File: src/rtl/mul_sequencer.sv
// Iterative shift-add multiplier with an EX-stage stall controller: a MUL in EX
// holds the pipeline while the low WIDTH bits of the product are accumulated.
module mul_sequencer #(
   parameter int WIDTH      = 32,
   parameter bit EARLY_EXIT = 1'b1
) (
   input  logic             clk_i,
   input  logic             rst_i,
   input  logic             valid_i,
   input  logic [2:0]       ALUCtrl_i,
   input  logic             flush_i,
   input  logic [WIDTH-1:0] data1_i,
   input  logic [WIDTH-1:0] data2_i,
   output logic             stall_o,
   output logic             busy_o,
   output logic             done_o,
   output logic [WIDTH-1:0] result_o
);

   localparam logic [2:0] ALU_MUL = 3'b111;
   localparam int         CW      = (WIDTH > 1) ? $clog2(WIDTH) : 1;

   typedef enum logic [1:0] {IDLE, RUN, DONE} state_t;

   state_t           state, state_next;
   logic [WIDTH-1:0] acc, mcand, mplier;
   logic [CW-1:0]    count;
   logic [WIDTH-1:0] acc_upd, mplier_upd;
   logic             start, run_exit;

   // Handshake: a valid MUL in EX is accepted only in IDLE; stall_o holds the
   // upstream stages from that cycle until DONE, when done_o marks result_o valid.
   assign start      = valid_i && (ALUCtrl_i == ALU_MUL) && (state == IDLE) && !flush_i;
   assign acc_upd    = acc + (mplier[0] ? mcand : '0);
   assign mplier_upd = mplier >> 1;
   // count still holds the pre-increment value, so the WIDTH-th RUN cycle exits
   assign run_exit   = (count == CW'(WIDTH - 1)) || (EARLY_EXIT && (mplier_upd == '0));

   always_comb begin
      state_next = state;
      case (state)
         IDLE:    if (start) state_next = RUN;
         RUN:     if (run_exit) state_next = DONE;
         DONE:    state_next = IDLE;
         default: state_next = IDLE;
      endcase
      if (flush_i) state_next = IDLE;
   end

   always_ff @(posedge clk_i) begin
      if (rst_i) begin
         state    <= IDLE;
         acc      <= '0;
         mcand    <= '0;
         mplier   <= '0;
         count    <= '0;
         result_o <= '0;
      end else begin
         state <= state_next;
         case (state)
            IDLE: begin
               if (start) begin
                  mcand  <= data1_i;
                  mplier <= data2_i;
                  acc    <= '0;
                  count  <= '0;
               end
            end
            RUN: begin
               acc    <= acc_upd;
               mcand  <= mcand << 1;
               mplier <= mplier_upd;
               count  <= count + 1'b1;
               if (run_exit && !flush_i) result_o <= acc_upd;
            end
            default: ;
         endcase
      end
   end

   assign stall_o = !rst_i && (((state == IDLE) && start) || (state == RUN));
   assign busy_o  = (state == RUN);
   assign done_o  = (state == DONE);

endmodule

File: config.mk
export PLATFORM = sky130hd
export DESIGN_NAME = mul_sequencer
export DESIGN_NICKNAME = d
export VERILOG_FILES = /design/src/rtl/mul_sequencer.sv
export SDC_FILE = /design/constraint.sdc
export NUM_CORES = 1
export LEC_CHECK = 0
export ABC_CLOCK_PERIOD_IN_PS = 6900
export BUFFER_PORTS_ARGS = -buffer_cell sky130_fd_sc_hd__buf_2
export CORE_MARGIN = 2
export CORE_UTILIZATION = 45
export DETAILED_ROUTE_END_ITERATION = 16
export PLACE_DENSITY_LB_ADDON = 0.05
export SLEW_MARGIN = 10
export SYNTH_ARGS = -nofsm -noshare
export SYNTH_HDL_FRONTEND = slang
export SYNTH_SLANG_ARGS = --single-unit
File: constraint.sdc
create_clock -name clk_i -period 6.9 [get_ports clk_i]
set_input_delay 0 -clock clk_i [delete_from_list [all_inputs] [get_ports clk_i]]
set_output_delay 0 -clock clk_i [all_outputs]
set_load 0.05 [all_outputs]
# Yosys cells after proc, flatten, opt, wreduce, memory -nomap -nowiden
# Cells that the tools add are included.
classes:
  n_addsub: 2
  n_eq_ne: 6
  muxes: 12
  reduce_logical: 17
ops:
  columns: ["operator", "n"]
  rows:
  - ["case mux 32 bit (2 select lines)", 3]
  - ["2-to-1 mux 32 bit", 4]
  - ["adder 32 bit", 1]
  - ["logical NOT 32 bit", 1]
  - ["case mux 5 bit (2 select lines)", 1]
  - ["logical AND 1 bit", 6]
  - ["AND reduction 2 bit", 3]
  - ["adder 5 x 1 -> 5 bit, second input constant", 1]
  - ["== test 5 bit, second input constant", 1]
  - ["2-to-1 mux 5 bit", 1]
  - ["2-to-1 mux 2 bit", 2]
  - ["case mux 2 bit (2 select lines)", 1]
  - ["== test 3 bit, second input constant", 1]
  - ["== test 2 x 1 -> 1 bit, second input constant", 1]
  - ["== test 2 bit, second input constant", 1]
  - ["logical NOT 1 bit", 2]
  - ["logical NOT 2 bit", 1]
  - ["logical OR 1 bit", 2]
  - ["inequality test 2 x 1 -> 1 bit, second input constant", 1]
  - ["inequality test 2 bit, second input constant", 1]
  - ["nonzero test 2 bit", 1]
  - ["OR reduction 2 bit", 1]
totals:
  register_bits: 135
  in_bits: 71
  output_inout_bits: 35
  wordCells: 43

# Depth between registers and ports, before layout
depth:
  depth_word: 7
  ltp_mapped: 12

# Worst setup path after synthesis
# OpenSTA, ideal clock, no wires.
synth_timing:
  path_type: "reg2reg"
  start: "reg mplier[0]"
  end: "reg result_o[28]"
  setup_time_ns: 0.122
  t_arrival_ns: 2.959
  slack_ns: 3.819
  path_stages_with_launch: 13
  n_path_buf: 1
  cell_sequence: "dfxtp_1 > clkbuf_1 > and2_1 > ha_1 > fa_1 > a21o_1 > a31oi_1 > o2111ai_1 > a21oi_4 > a211oi_1 > or3_4 > and3_1 > a311o_1"
synth_via:
  elab_chain_cells: 2
synth_rtl:
  columns: ["element", "line_no", "rtl"]
  rows:
  - ["start: declaration", "26", "logic [WIDTH-1:0] acc, mcand, mplier;"]
  - ["start signal: assignment", "64", "mplier <= data2_i;"]
  - ["start signal: assignment", "72", "mplier <= mplier_upd;"]
  - ["2-to-1 mux 32 bit", "34", "assign acc_upd = acc + (mplier[0] ? mcand : '0);"]
  - ["adder 32 bit", "34", null]
  - ["end signal: assignment", "74", "if (run_exit && !flush_i) result_o <= acc_upd;"]
  - ["end: declaration", "17", "output logic [WIDTH-1:0] result_o"]
# No other way between the ends.
# A chain may end at the register's enable or synchronous reset.

# Worst setup path after layout
# Ends and elaborated chain as after synthesis.

==> insert_results.sql <==
INSERT INTO impl_metrics (metric_group, metric, value, unit) VALUES
('outcome', 'status', 'completed', ''),
('synthesis', 'synth_area', '7387', 'um^2'),
('routing', 'route.antenna.remaining_nets', '0', ''),
('synthesis', 'warnings_synthesis', '0', ''),
('global_routing', 'use_met1', '31.44', '%'),
('floorplanning', 'ios', '106', ''),
('sta', 'finalWorstPathRequiredPeriod', '3.728', 'ns'),
('placement', 'detail_placement_hpwl', '12.99', 'mm'),
('final_layout', 'flow.area_growth_from_synthesis', '24.20', '%'),
('routing', 'num_vias', '7079', ''),
('final_layout', 'regArea', '2703', 'um^2'),
('final_layout', 'multiInputGateArea', '4334', 'um^2'),
('global_routing', 'grt_util_met3', '3.845', '%'),
('clock_network', 'cts.root.buffer_cell', 'sky130_fd_sc_hd__clkbuf_16', ''),
('synthesis', 'netlist-cell-type-count', '68', ''),
('clock_network', 'cts_setup_buffers', '0', ''),
('power_and_ir_drop', 'power_frac_seq', '43.8', '%'),
('routing', 'initialDrtViolationCount', '440', ''),
('hold_path', 'hold_class', 'in2reg', ''),
('routing', 'route.final.wire_length', '19.94', 'mm'),
('global_routing', 'grt_max_degree', '95', ''),
('sta', 'grt_setup_unrepaired', 'no', ''),
('placement', 'post-place-ws', '3.237', 'ns'),
('sta', 'fmax', '0.2683', 'GHz'),
('floorplanning', 'dieHeight', '132.1', 'um'),
('sta', 'hold_violations', '0', ''),
('routing', 'drt_pass1_iterations', '5', ''),
('setup_path', 'critPathSlowestCell', 'sky130_fd_sc_hd__dfxtp_1', ''),
('setup_path', 'max_stage_delay', '0.63', 'ns'),
('placement', 'place_congestion', '0.8793', ''),
('sta', 'timing.slew.headroom', '26.59', '%'),
('global_routing', 'grt.busiest_layer', 'met2', ''),
('global_routing', 'first_global_vias', '6655', ''),
('sta', 'maxSlewViolCount', '0', ''),
('sta', 'setup-violations-final', '0', ''),
('power_and_ir_drop', 'irDropWorstVdd', '0.1615', 'mV'),
('global_routing', 'groute.usage.overall', '22.94', '%'),
('final_layout', 'final_nets', '1177', ''),
('global_routing', 'grt_first_pass_wirelength', '32.96', 'mm'),
('global_routing', 'grt_use_met2', '37.07', '%'),
('clock_network', 'ctsHtreeMaxLevel', '4', ''),
('synthesis', 'synth.ff_latch_count', '135', ''),
('final_layout', 'final_layout_size_suffix_gt1_share', '15.58', '%'),
('power_and_ir_drop', 'power_report.internal_total', '1.402', 'mW'),
('setup_path', 'timing.critical_path.cells', 'and2_1, ha_1, fa_1, a21o_1, a31oi_1, o2111ai_1, a21oi_4, a211oi_1, or3_4, and3_1, a311o_1', ''),
('setup_path', 'timing.critical_path.fanout_max', '34', ''),
('setup_path', 'kind_of_cell_adding_the_most_delay_to_the_critical_path', 'compound AO/OA/AOI/OAI gates', ''),
('setup_path', 'critPathLaunchType', 'flop', ''),
('final_layout', 'num_antenna_cells', '0', ''),
('power_and_ir_drop', 'power_frac_clock', '50.1', '%'),
('routing', 'detail_route.vias_per_cell', '5.441', ''),
('floorplanning', 'floorplan.initialDensity', '46.33', '%'),
('synthesis', 'postSynthAreaPerCell', '7.792', 'um^2'),
('routing', 'average_routed_wire_per_standard_cell', '15.32', 'um'),
('sta', 'setup_clock_skew_after_layout', '0.008852', 'ns'),
('clock_network', 'ctsLongestPathBuffers', '2', ''),
('final_layout', 'final-instance-count-excl-fill', '1301', ''),
('sta', 'final_min_period_over_clock_period', '54.02', '%'),
('setup_path', 'crit_required', '7.21', 'ns'),
('floorplanning', 'rows', '46', ''),
('placement', 'portBuffers', '105', ''),
('synthesis', 'synth_edf_count', '0', ''),
('synthesis', 'post_synthesis_sequential_area_ratio', '36.59', '%'),
('floorplanning', 'coreArea', '15940', 'um^2'),
('sta', 'fin_setup_tns', '0', 'ns'),
('setup_path', 'critical_path_buf_inv_count', '0', ''),
('final_layout', 'filler_cell_count', '1509', ''),
('setup_path', 'timing.critical_path.arrival', '4.04', 'ns'),
('power_and_ir_drop', 'pwr_density_cell', '199.9', 'nW/um^2'),
('sta', 'post-route-worst-setup-slack', '3.172', 'ns'),
('clock_network', 'cts.reportedPaths.clkPinSlew', '0.06', 'ns');
## power by group through the flow
stage / Clock (mW) / Combinational (mW) / Sequential [mW]
after global placement: 0 / 0.0842 / 0.820
final: 0.918 / 0.113 / 0.802
after floorplan: 0 / 0.0518 / 0.815
after global routing: 0.962 / 0.126 / 0.804
after CTS: 0.933 / 0.113 / 0.802
after detailed placement: 0 / 0.0847 / 0.820
## layer usage
| layer | wire length (um) | share of wire [%] | vias to the layer above |
|---|---|---|---|
| li1 | - | - | 3627 |
| met1 | 9854 | 49 | 3282 |
| met2 | 9082 | 46 | 146 |
| met3 | 716 | 3.6 | 24 |
| met4 | 282 | 1.4 | 0 |
| met5 | 0 | 0 | - |
## kinds of logic after synthesis
| group | count (synthesis) | synth area share, % |
|---|---|---|
| muxes | 1 | 0.1355 |
| DFF | 135 | 36.59 |
| buffers and inverters | 84 | 4.929 |
| and+or+nand+nor | 425 | 24.93 |
| xor gates and xnor gates | 24 | 3.032 |
| adders and majority gates | 34 | 5.860 |
| AOI/OAI and AO/OA | 245 | 24.53 |
## Yosys cell counts (2+ instances only)
library cell	n	share of area [%]
sky130_fd_sc_hd__xor2_1	10	1.2
sky130_fd_sc_hd__o31ai_1	3	0.30
sky130_fd_sc_hd__nor3_1	18	1.2
sky130_fd_sc_hd__a31oi_1	6	0.51
sky130_fd_sc_hd__nand2_1	195	9.9
sky130_fd_sc_hd__a21o_1	20	2.0
sky130_fd_sc_hd__o21bai_1	4	0.41
sky130_fd_sc_hd__buf_2	8	0.54
sky130_fd_sc_hd__a31o_2	3	0.36
sky130_fd_sc_hd__ha_1	33	5.6
sky130_fd_sc_hd__buf_4	2	0.20
sky130_fd_sc_hd__and2_1	35	3.0
sky130_fd_sc_hd__o2111ai_1	2	0.24
sky130_fd_sc_hd__nand2b_1	2	0.17
sky130_fd_sc_hd__o21a_1	3	0.30
sky130_fd_sc_hd__a211oi_1	8	0.81
sky130_fd_sc_hd__nor2_1	124	6.3
sky130_fd_sc_hd__inv_1	12	0.61
sky130_fd_sc_hd__a41oi_1	2	0.24
sky130_fd_sc_hd__a311oi_1	63	7.5
sky130_fd_sc_hd__o21ai_1	2	0.14
sky130_fd_sc_hd__a32oi_1	2	0.24
sky130_fd_sc_hd__nor4_1	10	0.85
sky130_fd_sc_hd__o211ai_1	4	0.41
sky130_fd_sc_hd__o311ai_0	3	0.36
sky130_fd_sc_hd__dfxtp_1	135	37
sky130_fd_sc_hd__or3_1	4	0.34
sky130_fd_sc_hd__xnor2_1	13	1.5
sky130_fd_sc_hd__a32o_1	3	0.41
sky130_fd_sc_hd__a21oi_1	53	3.6
sky130_fd_sc_hd__buf_1	3	0.15
sky130_fd_sc_hd__and3_2	2	0.20
sky130_fd_sc_hd__o21ai_0	22	1.5
sky130_fd_sc_hd__nor2b_1	2	0.17
sky130_fd_sc_hd__nand3_1	18	1.2
sky130_fd_sc_hd__and3_1	2	0.17
sky130_fd_sc_hd__clkbuf_1	54	2.7
sky130_fd_sc_hd__a22oi_1	24	2.4
sky130_fd_sc_hd__nand4_1	5	0.42
sky130_fd_sc_hd__a211oi_2	2	0.34
sky130_fd_sc_hd__a21oi_2	2	0.24
sky130_fd_sc_hd__o21ai_2	3	0.36
sky130_fd_sc_hd__buf_6	2	0.30
## cells in the final DEF, fill, tap and decap left out, drive strengths merged, types with 3 or more instances in the layout
| cell | n |
|---|---|
| a32o | 3 |
| o21bai | 4 |
| nand4 | 6 |
| dfxtp | 135 |
| nand2 | 195 |
| a21oi | 56 |
| a311oi | 63 |
| xor2 | 10 |
| o31ai | 3 |
| a22oi | 24 |
| o211ai | 4 |
| clkbuf | 19 |
| a21o | 21 |
| nor3 | 19 |
| a31oi | 7 |
| o311ai | 3 |
| ha | 33 |
| dlygate4sd3 | 65 |
| inv | 16 |
| and2 | 36 |
| or3 | 5 |
| nand3 | 18 |
| and3 | 4 |
| a31o | 3 |
| o21a | 3 |
| o21ai | 27 |
| buf | 111 |
| nor4 | 10 |
| clkinv | 6 |
| a211oi | 10 |
| nor2 | 124 |
| xnor2 | 13 |
## through the flow
stage / power (mW) / instance area [um^2] / utilization, % / hold WS, ns
floorplan: 0.8666 / 7387 / - / 0.07866
detailed placement: 0.9042 / 7929 / 49.73 / 0.2206
global route: 1.891 / 9175 / 57.55 / 0.1274
finish: 1.834 / 9175 / 57.55 / 0.1079
global placement: 0.9038 / 7929 / 49.73 / 0.2238
CTS: 1.848 / 9175 / 57.55 / 0.1047
## cell type report
| class | count | share of cell area [%] |
|---|---|---|
| Inverter | 13 | 0.5318 |
| Clock buffer | 19 | 4.937 |
| Tap cell | 216 | 2.946 |
| Clock inverter | 13 | 1.555 |
| Sequential cell | 135 | 29.46 |
| Multi-Input combinational cell | 729 | 47.24 |
| Timing Repair Buffer | 176 | 13.34 |
## registers in the layout, indices dropped and copies added, names as in the netlist
| name | cells |
|---|---|
| acc | 32 |
| count | 5 |
| mcand | 32 |
| mplier | 32 |
| result_o | 32 |
| state | 2 |
## path summary, 6_finish.rpt
kind | startpoint | endpoint | slack [ns] | cells past startpoint
setup / recovery | mplier[0] | result_o[28] | 3.17 | 11
hold / removal | rst_i | count[4] | 0.11 | 2
setup reg to reg | mplier[0] | result_o[28] | 3.17 | 11
hold reg to reg | result_o[23] | result_o[23] | 0.45 | 2
## timing repair
item | 4_1_cts | 5_1_grt
hold buffers | 65 | 0
setup endpoints to repair | 0 | 0
hold endpoints to repair | 65 | 0
(Power assumes the default switching activity.)
